File: config.mk
export PLATFORM = sky130hd
export DESIGN_NAME = apb_reg_bank
export DESIGN_NICKNAME = d
export VERILOG_FILES = /design/src/rtl/apb_reg_bank.sv
export SDC_FILE = /design/constraint.sdc
export NUM_CORES = 1
export LEC_CHECK = 0
export ABC_AREA = 1
export CAP_MARGIN = 10
export CORE_MARGIN = 2
export CORE_UTILIZATION = 42
export DETAILED_ROUTE_END_ITERATION = 10
export PLACE_DENSITY = 0.77
export SYNTH_ARGS = -nofsm -noshare
export SYNTH_HDL_FRONTEND = slang
export SYNTH_SLANG_ARGS = --single-unit
export TNS_END_PERCENT = 1
File: constraint.sdc
create_clock -name clk -period 1.7 [get_ports clk]
set_input_delay 0.17 -clock clk [delete_from_list [all_inputs] [get_ports clk]]
set_output_delay 0.17 -clock clk [all_outputs]
set_load 0.1 [all_outputs]
File: src/rtl/apb_reg_bank.sv
// apb_reg_bank: APB3 register bank with wait states, PSLVERR, write lock and per-register write pulses.
// Define APB_PSTRB_EN to add the PSTRB port and byte-lane writes.
module apb_reg_bank #(
  parameter int AMBA_ADDR_WIDTH = 20,
  parameter int AMBA_WORD = 32,
  parameter int NUM_REGS = 4,
  parameter int WAIT_STATES = 0
) (
  input  logic                          clk,
  input  logic                          rst,
  input  logic [AMBA_ADDR_WIDTH-1:0]    PADDR,
  input  logic [AMBA_WORD-1:0]          PWDATA,
`ifdef APB_PSTRB_EN
  input  logic [AMBA_WORD/8-1:0]        PSTRB,
`endif
  input  logic                          PSEL,
  input  logic                          PENABLE,
  input  logic                          PWRITE,
  input  logic                          lock_i,
  output logic [AMBA_WORD-1:0]          PRDATA,
  output logic                          PREADY,
  output logic                          PSLVERR,
  output logic [NUM_REGS*AMBA_WORD-1:0] regs_o,
  output logic [NUM_REGS-1:0]           wr_pulse
);
  localparam int IDXW = $clog2(NUM_REGS);
  localparam logic [AMBA_ADDR_WIDTH-1:0] LIMIT = AMBA_ADDR_WIDTH'(4 * NUM_REGS);
  typedef enum logic {IDLE, ACCESS} state_t;
  state_t state;
  logic [2:0] cnt;
  logic [IDXW-1:0] idx;
  logic [AMBA_WORD-1:0] regs [NUM_REGS];
  logic [AMBA_WORD-1:0] mask;
  logic any, err, wr;
`ifdef APB_PSTRB_EN
  for (genvar b = 0; b < AMBA_WORD / 8; b++) begin : g_mask
    assign mask[b*8 +: 8] = {8{PSTRB[b]}};
  end
  assign any = |PSTRB;
`else
  assign mask = '1;
  assign any = 1'b1;
`endif
  assign idx = PADDR[IDXW+1:2];
  assign err = (PADDR[1:0] != 2'b00) | (PADDR >= LIMIT) | (PWRITE & lock_i);
  assign PREADY = (state == ACCESS) & PSEL & PENABLE & (cnt == 3'd0);
  assign PSLVERR = PREADY & err;
  assign PRDATA = (PREADY & ~PWRITE & ~err) ? regs[idx] : '0;
  // An all-zero strobe completes cleanly but must not touch the register or pulse.
  assign wr = PREADY & PWRITE & ~err & any;
  for (genvar k = 0; k < NUM_REGS; k++) begin : g_out
    assign regs_o[k*AMBA_WORD +: AMBA_WORD] = regs[k];
  end
  always_ff @(posedge clk or negedge rst) begin
    if (!rst) begin
      state <= IDLE;
      cnt <= 3'd0;
      wr_pulse <= '0;
      regs <= '{default: '0};
    end else begin
      wr_pulse <= '0;
      if (wr) begin
        regs[idx] <= (regs[idx] & ~mask) | (PWDATA & mask);
        wr_pulse[idx] <= 1'b1;
      end
      if (state == IDLE) begin
        if (PSEL & ~PENABLE) begin
          state <= ACCESS;
          cnt <= 3'(WAIT_STATES);
        end
      end else if (~PSEL | PREADY) begin
        state <= IDLE;
      end else if (PENABLE) begin
        cnt <= cnt - 3'd1;
      end
    end
  end
endmodule

==> metrics.md, run 1 <==
| Metric | Value |
|---|---|
| Max Freq | `0.449 GHz` |
| Max Slew Vio Count | `0` |
| DP HPWL | `approximately 16,000 um` |
| Final ANT Viol Nets | `0` |
| Reg2reg setup slack | `-0.19 ns` |
| Largest net degree at the start of global routing | `between 60 and 70` |
| Critical path startpoint | `cnt[0]` |
| Die Area | `17,000 um2` |
| Power Total | `7.98 mW` |
| Hold Crit Class | `input pin to async pin` |
| Max-capacitance violation count | `0` |
| Buf/Inv on CP | `4` |
| Fin cells | `1,343` |
| M1 WL | `approximately 9400 um` |
| Util after Layout | `just over 70%` |
| Crit Path Max Fanout | `8` |
| Gpl congestion | `a little over 0.8` |
| Crit path depth | `9` |
| DRC violations left | `0` |
| Core area | `~16,000 um2` |
| Worst Reg2Reg Path Length in Cells | `13` |
| Clk root buf | `clkbuf_16` |
| Setup violators final | `166` |
| Floorplan die width | `~130 um` |
| H-tree Lvls | `4` |
| Vias | `7,280` |
| # IOs | `~220` |
| Port buffer count | `roughly 220` |
| Mapped Area | `between 6000 and 7000 um2` |
| Die H | `approximately 130 um` |
| Status | `finished with violations` |
| Library cells used by synthesis | `24` |
| Critical-path top delay cell | `dfrtp_1` |
| Worst reg2reg endpoint | `regs_o[106]` |
| P&R area growth vs syn | `66.6%` |
| CTS tree | `yes` |
| Max clock buf depth | `2` |
| Grt total ovfl | `0` |
| CP endpoint kind | `primary output` |
| CP delay by family, top | `buffers and inverters` |
| Pleak | `approximately 5.5 nW` |
| Row Count | `46` |
| Endpoints failing hold | `0` |
| Min Tclk post-route | `between 2 and 2.5 ns` |
| CP max stage delay | `around 0.37 ns` |
| # diodes | `0` |
| Avg Inst Size Synth | `7.83 um2` |
| DR WL met2 | `~12,000 um` |
| Sink Count | `~140` |
| GRT Total Usage | `28.2%` |
| Layout cells sized above 1 | `29.3%` |
| Initial Util | `a little over two fifths` |
| Per-cell routed wire length | `~18 um` |
| Tcrit/Tclk final | `131%` |
| First-pass detailed-route iteration total | `8` |
| Yosys warns | `0` |
| Setup repair after global routing missed its margin | `true` |
| Vias/cell | `approximately 5.4` |
| Critical path class | `flop to primary output` |
| Nets | `~1,200` |
| VDD IR max | `between 0.5 and 0.6 mV` |
| FF+latch count, synth | `approximately 140` |
| Critical Path AT | `about 2.1 ns` |
| Total clock buffers created by CTS | `17` |
| DR iter-0 viols | `647` |
| Yosys top cell by area | `dfrtp_1` |
| Post-Synthesis Cells | `859` |
| Top cell type's share of synthesized area | `between 50% and 60%` |
| Violated checks | `negative setup slack` |
| CP Cell Sequence | `inv_2 -> ha_4 -> ha_4 -> inv_2 -> nor2_4 -> nand3_4 -> clkbuf_16 -> nor2_4 -> buf_12` |
| Pwr Density | `712 nW/um2` |
| Worst skew pair latency | `0.42 ns` |
| Actual transition at the worst max-transition pin | `around 0.57 ns` |
| Highest metal layer with signal wires | `met4` |
| Worst path required time | `roughly 1.5 ns` |
| Post-Place Worst Slack | `-0.416 ns` |
| CP endpoint | `PRDATA[4]` |
| Vias in the first global route | `between 6,000 and 7,000` |
| DRT Wirelength | `about 24,000 um` |
| Synth top area cells | `dfrtp_1 (51%), nand2_1 (20%), nand4_1 (12%), nor2_1 (3.5%), inv_1 (2.5%)` |
| Crit start category | `flop` |
| Wire length on met3 | `1980 um` |
| Clock transition at path regs | `around 0.060 ns` |
| WHS | `~0.23 ns` |
| Placed cells | `approximately 1,300` |
| Syn Nets | `919` |
| RR Startpoint | `cnt[0]` |
| Global-route wire length before repair | `roughly 37,000 um` |
| Clk_skew | `0.00748 ns` |
| Sequential-to-total area share from yosys stat | `50.6%` |
| Worst Setup Slack, final | `-0.528 ns` |
| Rel. slew slack | `around three fifths` |
| Initial antenna violation count | `0` |
[cell families after synthesis]
| group | count (synthesis) | share of synthesized area, % |
|---|---|---|
| AOI/OAI and AO/OA | 50 | 4.98 |
| DFF | 136 | 50.6 |
| and+or+nand+nor | 555 | 36.3 |
| adders and majority gates | 2 | 0.372 |
| buffers and inverters | 116 | 7.74 |
[layer usage]
| layer | track usage, % | vias up |
|---|---|---|
| li1 | - | 3373 |
| met1 | 35.4 | 3517 |
| met2 | 47.7 | 349 |
| met3 | 6.84 | 41 |
| met4 | 10.2 | 0 |
| met5 | 0 | - |
[cell usage after synthesis (all sizes together)]
library cell,number
a21oi,14
a21boi,1
nand2,350
o22ai,2
o211ai,14
nand4,128
inv,47
ha,2
dfrtp,136
nand3b,1
o21ai,1
a211oi,18
clkbuf,27
buf,41
and2,2
nor2,66
clkinv,1
nand3,8
[layout make-up]
type                    count  area (um2)
flip-flops and latches    136        3400
clock buffers              21         480
clock inverters            11         168
multi-input cells         607        3130
repair buffers            304        3580
well taps                 216         270
fillers                  1233        4560
inverters                  48         180
[state kept, by name, indices dropped and copies added, names as in the netlist]
signal,count
cnt,3
wr_pulse,4
state,1
regs_o,128
[placed cells by master, fill, tap and decap left out]
cell and count:
nand4_1 128, a21boi_1 1, ha_4 2, nor2_1 29, nand2_1 350, a211oi_1 18
nand3b_1 1, dlygate4sd3_1 1, clkinvlp_4 2, nor2_4 37, nand3_4 3, buf_12 87
buf_6 8, inv_6 1, clkbuf_16 19, buf_4 150, a21oi_1 14, dfrtp_1 136
nand3_2 2, bufinv_16 4, inv_1 41, and2_1 2, clkbuf_8 4, o211ai_1 14
clkinv_4 1, clkdlybuf4s50_1 56, nand3_1 3, o21ai_0 1, inv_2 7, o22ai_1 2
clkinv_2 3
[worst min path at each step]
stage               start     end  slack [ns]  cells past startpoint
finish                rst  cnt[0]        0.23                      2
detailed placement    rst  cnt[0]        0.11                      1
CTS                   rst  cnt[0]        0.24                      2
global placement      rst  cnt[0]        0.11                      1
global route          rst  cnt[0]        0.27                      2
floorplan             rst  cnt[0]       -0.13                      0
[power by group]
part           internal [mW]  leakage [nW]  switching, mW
Clock                   2.61         0.315           1.42
Combinational          0.299          3.27          0.390
Sequential              3.25          1.90        0.00567
Total                   6.16          5.48           1.82
[what timing repair did]
item                                    in CTS  in global routing
hold buffers                                 1                  0
pin swaps                                    3                  4
gates resized for setup                     10                 10
setup buffers                                0                  3
endpoints found under the hold margin       37                  0
cloned                                       0                  2
endpoints found under the setup margin     166                169
[stage by stage]
step,setup TNS [ns],area [um2]
3_3_place_gp,-34.02,10400
2_1_floorplan,-82.24,7020
5_1_grt,-51.55,11200
3_5_place_dp,-38.17,10400
4_1_cts,-32.64,11100
6_report,-35.16,11200
Note: power is estimated with default switching activity, not from simulation.
==> inputs of run 2 (changes only) <==
--- a/config.mk
+++ b/config.mk
@@ -11,6 +11,7 @@
 export CORE_UTILIZATION = 42
 export DETAILED_ROUTE_END_ITERATION = 10
 export PLACE_DENSITY = 0.77
+export SKIP_CTS_REPAIR_TIMING = 1
 export SYNTH_ARGS = -nofsm -noshare
 export SYNTH_HDL_FRONTEND = slang
 export SYNTH_SLANG_ARGS = --single-unit
==> run 2 against run 1 <==
Effect of this change:
- the flow still finishes with violations (negative setup slack)
- design area decreased by 0.21%
- flip-flop and latch count unchanged
- critical path depth unchanged
- count of clock-buffer cells in the layout unchanged
- maximum frequency about the same
- power about the same
- worst setup slack got worse by 0.0015 ns
- combinational power about the same
- utilization decreased by 0.15 points
- register-to-register slack about the same
- global-route usage about the same
- largest cell class unchanged
==> metrics.md, run 2 (same netlist as run 1, synthesis figures left out) <==
| Metric | Value |
|---|---|
| DP HPWL | `16,000 um (unchanged)` |
| Port buffer count | `223 (unchanged)` |
| Fin cells | `1,343 (unchanged)` |
| Worst Setup Slack, final | `-0.530 ns (-0.00154 ns)` |
| # IOs | `224 (unchanged)` |
| Die Area | `17,000 um2 (unchanged)` |
| Tcrit/Tclk final | `131% (about the same)` |
| Global-route wire length before repair | `37,200 um (+0.19%)` |
| FILL cells | `1,234 (+0.081%)` |
| CP max stage delay | `0.37 ns (about the same)` |
| Placed cells | `1,305 (unchanged)` |
| Sink Count | `136 (unchanged)` |
| Crit Path Max Fanout | `8 (unchanged)` |
| Critical-path top delay cell | `dfrtp_1` |
| CP Cell Sequence | `inv_2 -> ha_4 -> ha_4 -> inv_2 -> nor2_4 -> nand3_4 -> clkbuf_16 -> nor2_4 -> buf_12` |
| VDD IR max | `0.589 mV (about the same)` |
| Critical path class | `flop to primary output` |
| DR iter-0 viols | `593 (-8.3%)` |
| Pwr Density | `713 nW/um2 (+0.20%)` |
| Layout cells sized above 1 | `29.3% (unchanged)` |
| Actual transition at the worst max-transition pin | `0.561 ns (-0.00602 ns)` |
| Pleak | `5.47 nW (-0.15%)` |
| Setup violators final | `165 (-0.60%)` |
| Max Freq | `0.448 GHz (about the same)` |
| Worst reg2reg endpoint | `regs_o[106]` |
| CP endpoint kind | `primary output` |
| Endpoints failing hold | `0 (unchanged)` |
| Worst skew pair latency | `0.42 ns (about the same)` |
| Worst path required time | `1.53 ns (about the same)` |
| Crit start category | `flop` |
| Largest net degree at the start of global routing | `61 (unchanged)` |
| # diodes | `0 (unchanged)` |
| WHS | `0.227 ns (+0.0000510 ns)` |
| Row Count | `46 (unchanged)` |
| Max-capacitance violation count | `0 (unchanged)` |
| Reg2reg setup slack | `-0.19 ns (about the same)` |
| Vias | `7,225 (-0.76%)` |
| Multi-input gate area | `3130 um2 (-0.24%)` |
| Violated checks | `negative setup slack` |
| Nets | `1,174 (unchanged)` |
| Clk_skew | `0.00747 ns (-0.00000769 ns)` |
| Critical path startpoint | `cnt[0]` |
| Per-cell routed wire length | `17.8 um (-0.17%)` |
| H-tree Lvls | `4 (unchanged)` |
| Setup repair after global routing missed its margin | `true` |
| Post-Place Worst Slack | `-0.416 ns (unchanged)` |
| CTS tree | `yes` |
| DRT Wirelength | `24,000 um (-0.17%)` |
| Max clock buf depth | `2 (unchanged)` |
| Clk root buf | `clkbuf_16` |
| Gpl congestion | `0.821 (unchanged)` |
| Rel. slew slack | `62.3% (+0.40 points)` |
| RR Startpoint | `cnt[0]` |
| Vias in the first global route | `6,971 (-0.072%)` |
| First-pass detailed-route iteration total | `6 (-2)` |
| Core area | `15,800 um2 (unchanged)` |
| Clock transition at path regs | `0.06 ns (about the same)` |
| Status | `finished with violations` |
| Most frequent cells in the layout | `nand2_1 (350), buf_4 (152), dfrtp_1 (136)` |
| Initial Util | `42.7% (unchanged)` |
| GRT Total Usage | `28.2% (+0.039 points)` |
| Most common cell after layout, fill and taps aside | `nand2_1` |
| DRC violations left | `0 (unchanged)` |
| Die H | `131 um (unchanged)` |
| Largest register FFs | `128 (unchanged)` |
| Initial antenna violation count | `0 (unchanged)` |
| Worst Reg2Reg Path Length in Cells | `13 (unchanged)` |
| P&R area growth vs syn | `66.3%` |
| CP endpoint | `PRDATA[4]` |
| Final ANT Viol Nets | `0 (unchanged)` |
| Min Tclk post-route | `2.23 ns (+0.00154 ns)` |
| Floorplan die width | `131 um (unchanged)` |
| Vias/cell | `5.38 (-0.76%)` |
| Total clock buffers created by CTS | `17 (unchanged)` |
| Seq. cell area | `3400 um2 (unchanged)` |
| Power Total | `7.98 mW (about the same)` |
| Grt total ovfl | `0 (unchanged)` |
| Critical Path AT | `2.06 ns (about the same)` |
| Max Slew Vio Count | `0 (unchanged)` |
| Hold Crit Class | `input pin to async pin` |
run 2: how the worst min path moves through the flow:
stage,to,slack (ns),depth (start not counted)
2_1_floorplan,cnt[0],-0.13,0
3_3_place_gp,cnt[0],0.11,1
3_5_place_dp,cnt[0],0.11,1
4_1_cts,cnt[0],-0.33,1
5_1_grt,cnt[0],0.27,2
6_report,cnt[0],0.23,2
run 2: worst max-delay path: cells and delay by family (launching register included):
kind	cells	cell delay [ns]
buffers and inverters	4	0.55
AND/OR/NAND/NOR	3	0.46
flip-flops	1	0.37
adder cells (fa/ha/maj)	2	0.26
run 2: area by class of cell:
cell class | count | area share (%)
clock buffers | 21 | 4.29
clock inverters | 11 | 1.50
inverters | 48 | 1.61
multi-input cells | 607 | 27.9
flip-flops and latches | 136 | 30.4
well taps | 216 | 2.42
repair buffers | 304 | 31.8
run 2: power breakdown:
group,switching (mW),internal [mW],leakage (nW)
Combinational,0.388,0.298,3.26
Sequential,0.00567,3.25,1.90
Clock,1.42,2.61,0.315
run 2: layer usage:
metal,GRT usage [%],share of wire (%),vias up
li1,-,-,3378
met3,6.72,7.7,53
met2,47.6,50,324
met1,35.6,39,3470
met5,0,0,-
met4,10.3,2.7,0
run 2: stage by stage:
stage          area (um2)  setup TNS (ns)  util [%]
2_1_floorplan        7020          -82.24         -
5_1_grt             11200          -51.83      71.0
6_report            11200          -35.17      71.0
3_3_place_gp        10400          -34.02      66.0
4_1_cts             11100          -35.24      70.1
3_5_place_dp        10400          -38.17      66.0
==> variant 1: new RTL, config.mk and constraints of run 1 <==
Put a register stage on the output `PSLVERR`, without a reset. The value now appears one clock later. The other outputs are not delayed to match.
--- a/src/rtl/apb_reg_bank.sv
+++ b/src/rtl/apb_reg_bank.sv
@@ -44,7 +44,9 @@
   assign idx = PADDR[IDXW+1:2];
   assign err = (PADDR[1:0] != 2'b00) | (PADDR >= LIMIT) | (PWRITE & lock_i);
   assign PREADY = (state == ACCESS) & PSEL & PENABLE & (cnt == 3'd0);
-  assign PSLVERR = PREADY & err;
+  always_ff @(posedge clk) begin
+    PSLVERR <= PREADY & err;
+  end
   assign PRDATA = (PREADY & ~PWRITE & ~err) ? regs[idx] : '0;
   // An all-zero strobe completes cleanly but must not touch the register or pulse.
   assign wr = PREADY & PWRITE & ~err & any;
Check against the original RTL: not equivalent (Yosys sat finds a counterexample within 4 cycles, from zero or initial values and one cycle with rst low).
==> variant 1 against run 1 <==
  * The flow still finishes with violations (negative setup slack)
  * Sequential cell count grew 1
  * Count of clock-buffer cells in the layout grew 3
  * Area after synthesis grew 0.30%
  * Setup slack gained 0.060 ns
  * Total power shrank 4.0%
  * Utilization grew 0.36 points
  * Synthesized cell count grew 0.12%
  * Final area grew 0.50%
  * Clock skew grew 0.0013 ns
  * Largest power group unchanged
  * Cell count grew 1.2%
  * Die area grew 0.29%
  * Routed wire length grew 1.4%
==> variant 1: results <==
outcome:
  status: "complete, but fails checks"
  violations: "negative setup slack"
global_route:
  grt_use_met3: 0.0611
  grt_pass1_wl_mm: 37.5
  grt_usage: 0.285
  grt_util_met2: 0.464
timing:
  hold-worst-slack_ns: 0.238
  worst_slack_ns: -0.469
  worstMarginPinSlew_ns: 0.398
  setup_tns_ns: -49.61
  setup_viol: 165
final_layout:
  fin_nets: 1189
  multiInputGateArea_um2: 3140
  stdcell_count: 1359
routing:
  routed-wl-met2_mm: 11.9
  drt_first_pass_iters: 5
  drtIter0Drc: 681
  vias_per_cell: 5.42
  drt-met1-wl_mm: 9.84
  routed_wl_mm: 24.3
yosys:
  synthesis.nets: 920
  synth_compound_area_frac: 0.0497
  yosysSeqAreaShare: 0.507
  netlist-cell-type-count: 25
  synth_area_per_cell_um2: 7.85
  synth_area_leaders: "dfrtp_1 50%, nand2_1 19%, nand4_1 12%"
clock_tree:
  cts_setup_buffers: 1
  ctsResizeCount: 9
placed_design:
  hpwl_mm: 16.8
  dpl-instance-area_um2: 10500
critical_path:
  r2r_setup_slack_ns: -0.33
  critPathMaxFanout: 7
  reg2reg_to: "regs_o[55]"
power:
  ir_worst_vdd_v: 0.000625
[variant 1: worst max-delay path: cells and delay by family (launching register included)]
| family | cells | cell delay [ns] |
|---|---|---|
| DFF | 1 | 0.37 |
| adders and majority gates | 2 | 0.26 |
| and+or+nand+nor | 3 | 0.42 |
| buffers and inverters | 4 | 0.53 |
[variant 1: worst max-delay path by stage]
stage,endpoint,slack (ns),cells past startpoint
after detailed placement,regs_o[73],-0.38,10
after CTS,PRDATA[21],-0.51,9
final,PRDATA[30],-0.47,9
after floorplan,PRDATA[10],-0.70,8
after global placement,PRDATA[8],-0.34,11
after global routing,PRDATA[30],-0.54,9
[variant 1: final cells by class]
cell class / count / share of cell area
timing repair buffer: 318 / 0.326
inverter: 48 / 0.0160
clock inverter: 8 / 0.00844
multi-input combinational: 607 / 0.278
clock buffer: 24 / 0.0436
tap: 216 / 0.0240
sequential: 137 / 0.304
antenna: 1 / 0.000222
==> variant 2: new RTL, settings of run 1 <==
Made on the original files. The parameter `AMBA_ADDR_WIDTH` goes from 20 to 22.
--- a/src/rtl/apb_reg_bank.sv
+++ b/src/rtl/apb_reg_bank.sv
@@ -1,7 +1,7 @@
 // apb_reg_bank: APB3 register bank with wait states, PSLVERR, write lock and per-register write pulses.
 // Define APB_PSTRB_EN to add the PSTRB port and byte-lane writes.
 module apb_reg_bank #(
-  parameter int AMBA_ADDR_WIDTH = 20,
+  parameter int AMBA_ADDR_WIDTH = 22,
   parameter int AMBA_WORD = 32,
   parameter int NUM_REGS = 4,
   parameter int WAIT_STATES = 0
Interface: changed (resized PADDR); port bits go from 224 to 226. The function was not compared with the original's and may differ.
==> variant 2 against run 1 <==
  * The run still ends with negative setup slack left
  * Final area decreased by 2.4%
  * Setup slack lost 0.054 ns
  * Register-to-register slack got worse by 0.24 ns
  * Routed wire length fell by 2.6%
  * Sequential share of layout area is 0.74 points higher
  * Utilization down 1.4 points
  * Sequential power about the same
  * Area after synthesis shrank 0.82%
  * Total power decreased by 5.2%
  * Sequential cell count unchanged
  * Largest cell class unchanged
==> variant 2: results <==
outcome:
  status: "complete, but fails checks"
  violations: "negative setup slack"
global_route:
  grt_pass1_wl_mm: 36.9
  grt_max_degree: 65
  grt_usage: 0.281
  grt_pass1_vias: 6948
yosys:
  synthesis.nets: 889
  ys_top_cells_by_count: "346 x nand2_1, 136 x dfrtp_1, 130 x nand4_1"
  synth_area_leaders: "dfrtp_1 51%, nand2_1 19%, nand4_1 12%"
  yosysWarningCount: 0
  yosysSeqAreaShare: 0.510
final_layout:
  multiInputGateArea_um2: 3090
  clkbuf_count: 17
  fillers: 1198
  buffers: 293
  inv_count: 16
  drive_gt1_frac: 0.291
  clk_share: 0.0530
  fin_nets: 1130
  buf_share: 0.324
  ff_latch_area_um2: 3400
  multi_input_gates: 604
  multi_input_area_share: 0.282
timing:
  setup_viol: 166
  setup_tns_ns: -66.90
  worstMarginPinSlew_ns: 0.441
  worst_slack_ns: -0.582
  clock_skew_ns: 0.00773
placed_design:
  io_buffers: 225
  place_congestion: 0.823
  hpwl_mm: 15.3
  dpl-instance-area_um2: 10200
power:
  power_switching_mw: 1.84
  pwr.group.clock_mw: 3.61
  ir_worst_vdd_v: 0.000747
  p_leak_nw: 5.41
  powerDensity_nw_per_um2: 691
critical_path:
  critPathArrivalTime_ns: 2.11
  critPathMaxFanout: 7
  r2r_setup_slack_ns: -0.43
  reg2reg_to: "regs_o[76]"
  r2r_cells: 11
  critPathCapture: "PRDATA[17]"
clock_tree:
  clockBufferDepth: 2
  h-tree-depth: 4
  ctsResizeCount: 6
  cts_setup_buffers: 3
routing:
  wl_per_cell_um: 18.0
  vias: 7093
  drt_first_pass_iters: 7
[variant 2: cell count changes in the layout (fill, tap and decap cells not counted), moves of 8 or more]
cell | run 1 | this run
nor2_1 | 29 | 12
nand3_1 | 3 | 15
inv_1 | 41 | 10
o211ai_1 | 14 | 0
a22oi_1 | 0 | 18
a21oi_1 | 14 | 32
buf_4 | 150 | 132
clkinvlp_4 | 2 | 10
a211oi_1 | 18 | 0
[variant 2: logic make-up (layout without fill, tap and decap cells)]
family | count (synthesis) | in the layout | synth area share
flip-flops | 136 | 136 | 0.510
AND/OR/NAND/NOR | 547 | 547 | 0.366
AO/OA/AOI/OAI | 55 | 55 | 0.0487
adder cells (fa/ha/maj) | 2 | 2 | 0.00375
buffers and inverters | 87 | 341 | 0.0712
[variant 2: worst max-delay path, delay by kind of cell (launching register included)]
kind                     cells  cell delay, ns
buffers and inverters        4            0.64
AND/OR/NAND/NOR              3            0.43
adder cells (fa/ha/maj)      2            0.26
flip-flops                   1            0.37
[variant 2: per-stage QoR]
| step | setup slack (ns) | cells | hold WS [ns] |
|---|---|---|---|
| 2_1_floorplan | -0.658 | 827 | -0.126 |
| 3_3_place_gp | -0.384 | 1258 | 0.127 |
| 3_5_place_dp | -0.443 | 1258 | 0.128 |
| 4_1_cts | -0.577 | 1294 | 0.255 |
| 5_1_grt | -0.689 | 1297 | 0.292 |
| 6_report | -0.582 | 1297 | 0.235 |
[variant 2: layer usage]
metal | GRT usage | part of all wire | vias to the layer above | wire (um)
li1 | - | - | 3282 | -
met4 | 0.109 | 0.025 | 0 | 584
met2 | 0.472 | 0.51 | 299 | 11900
met3 | 0.0672 | 0.071 | 44 | 1670
met5 | 0 | 0 | - | 0
met1 | 0.353 | 0.39 | 3468 | 9200
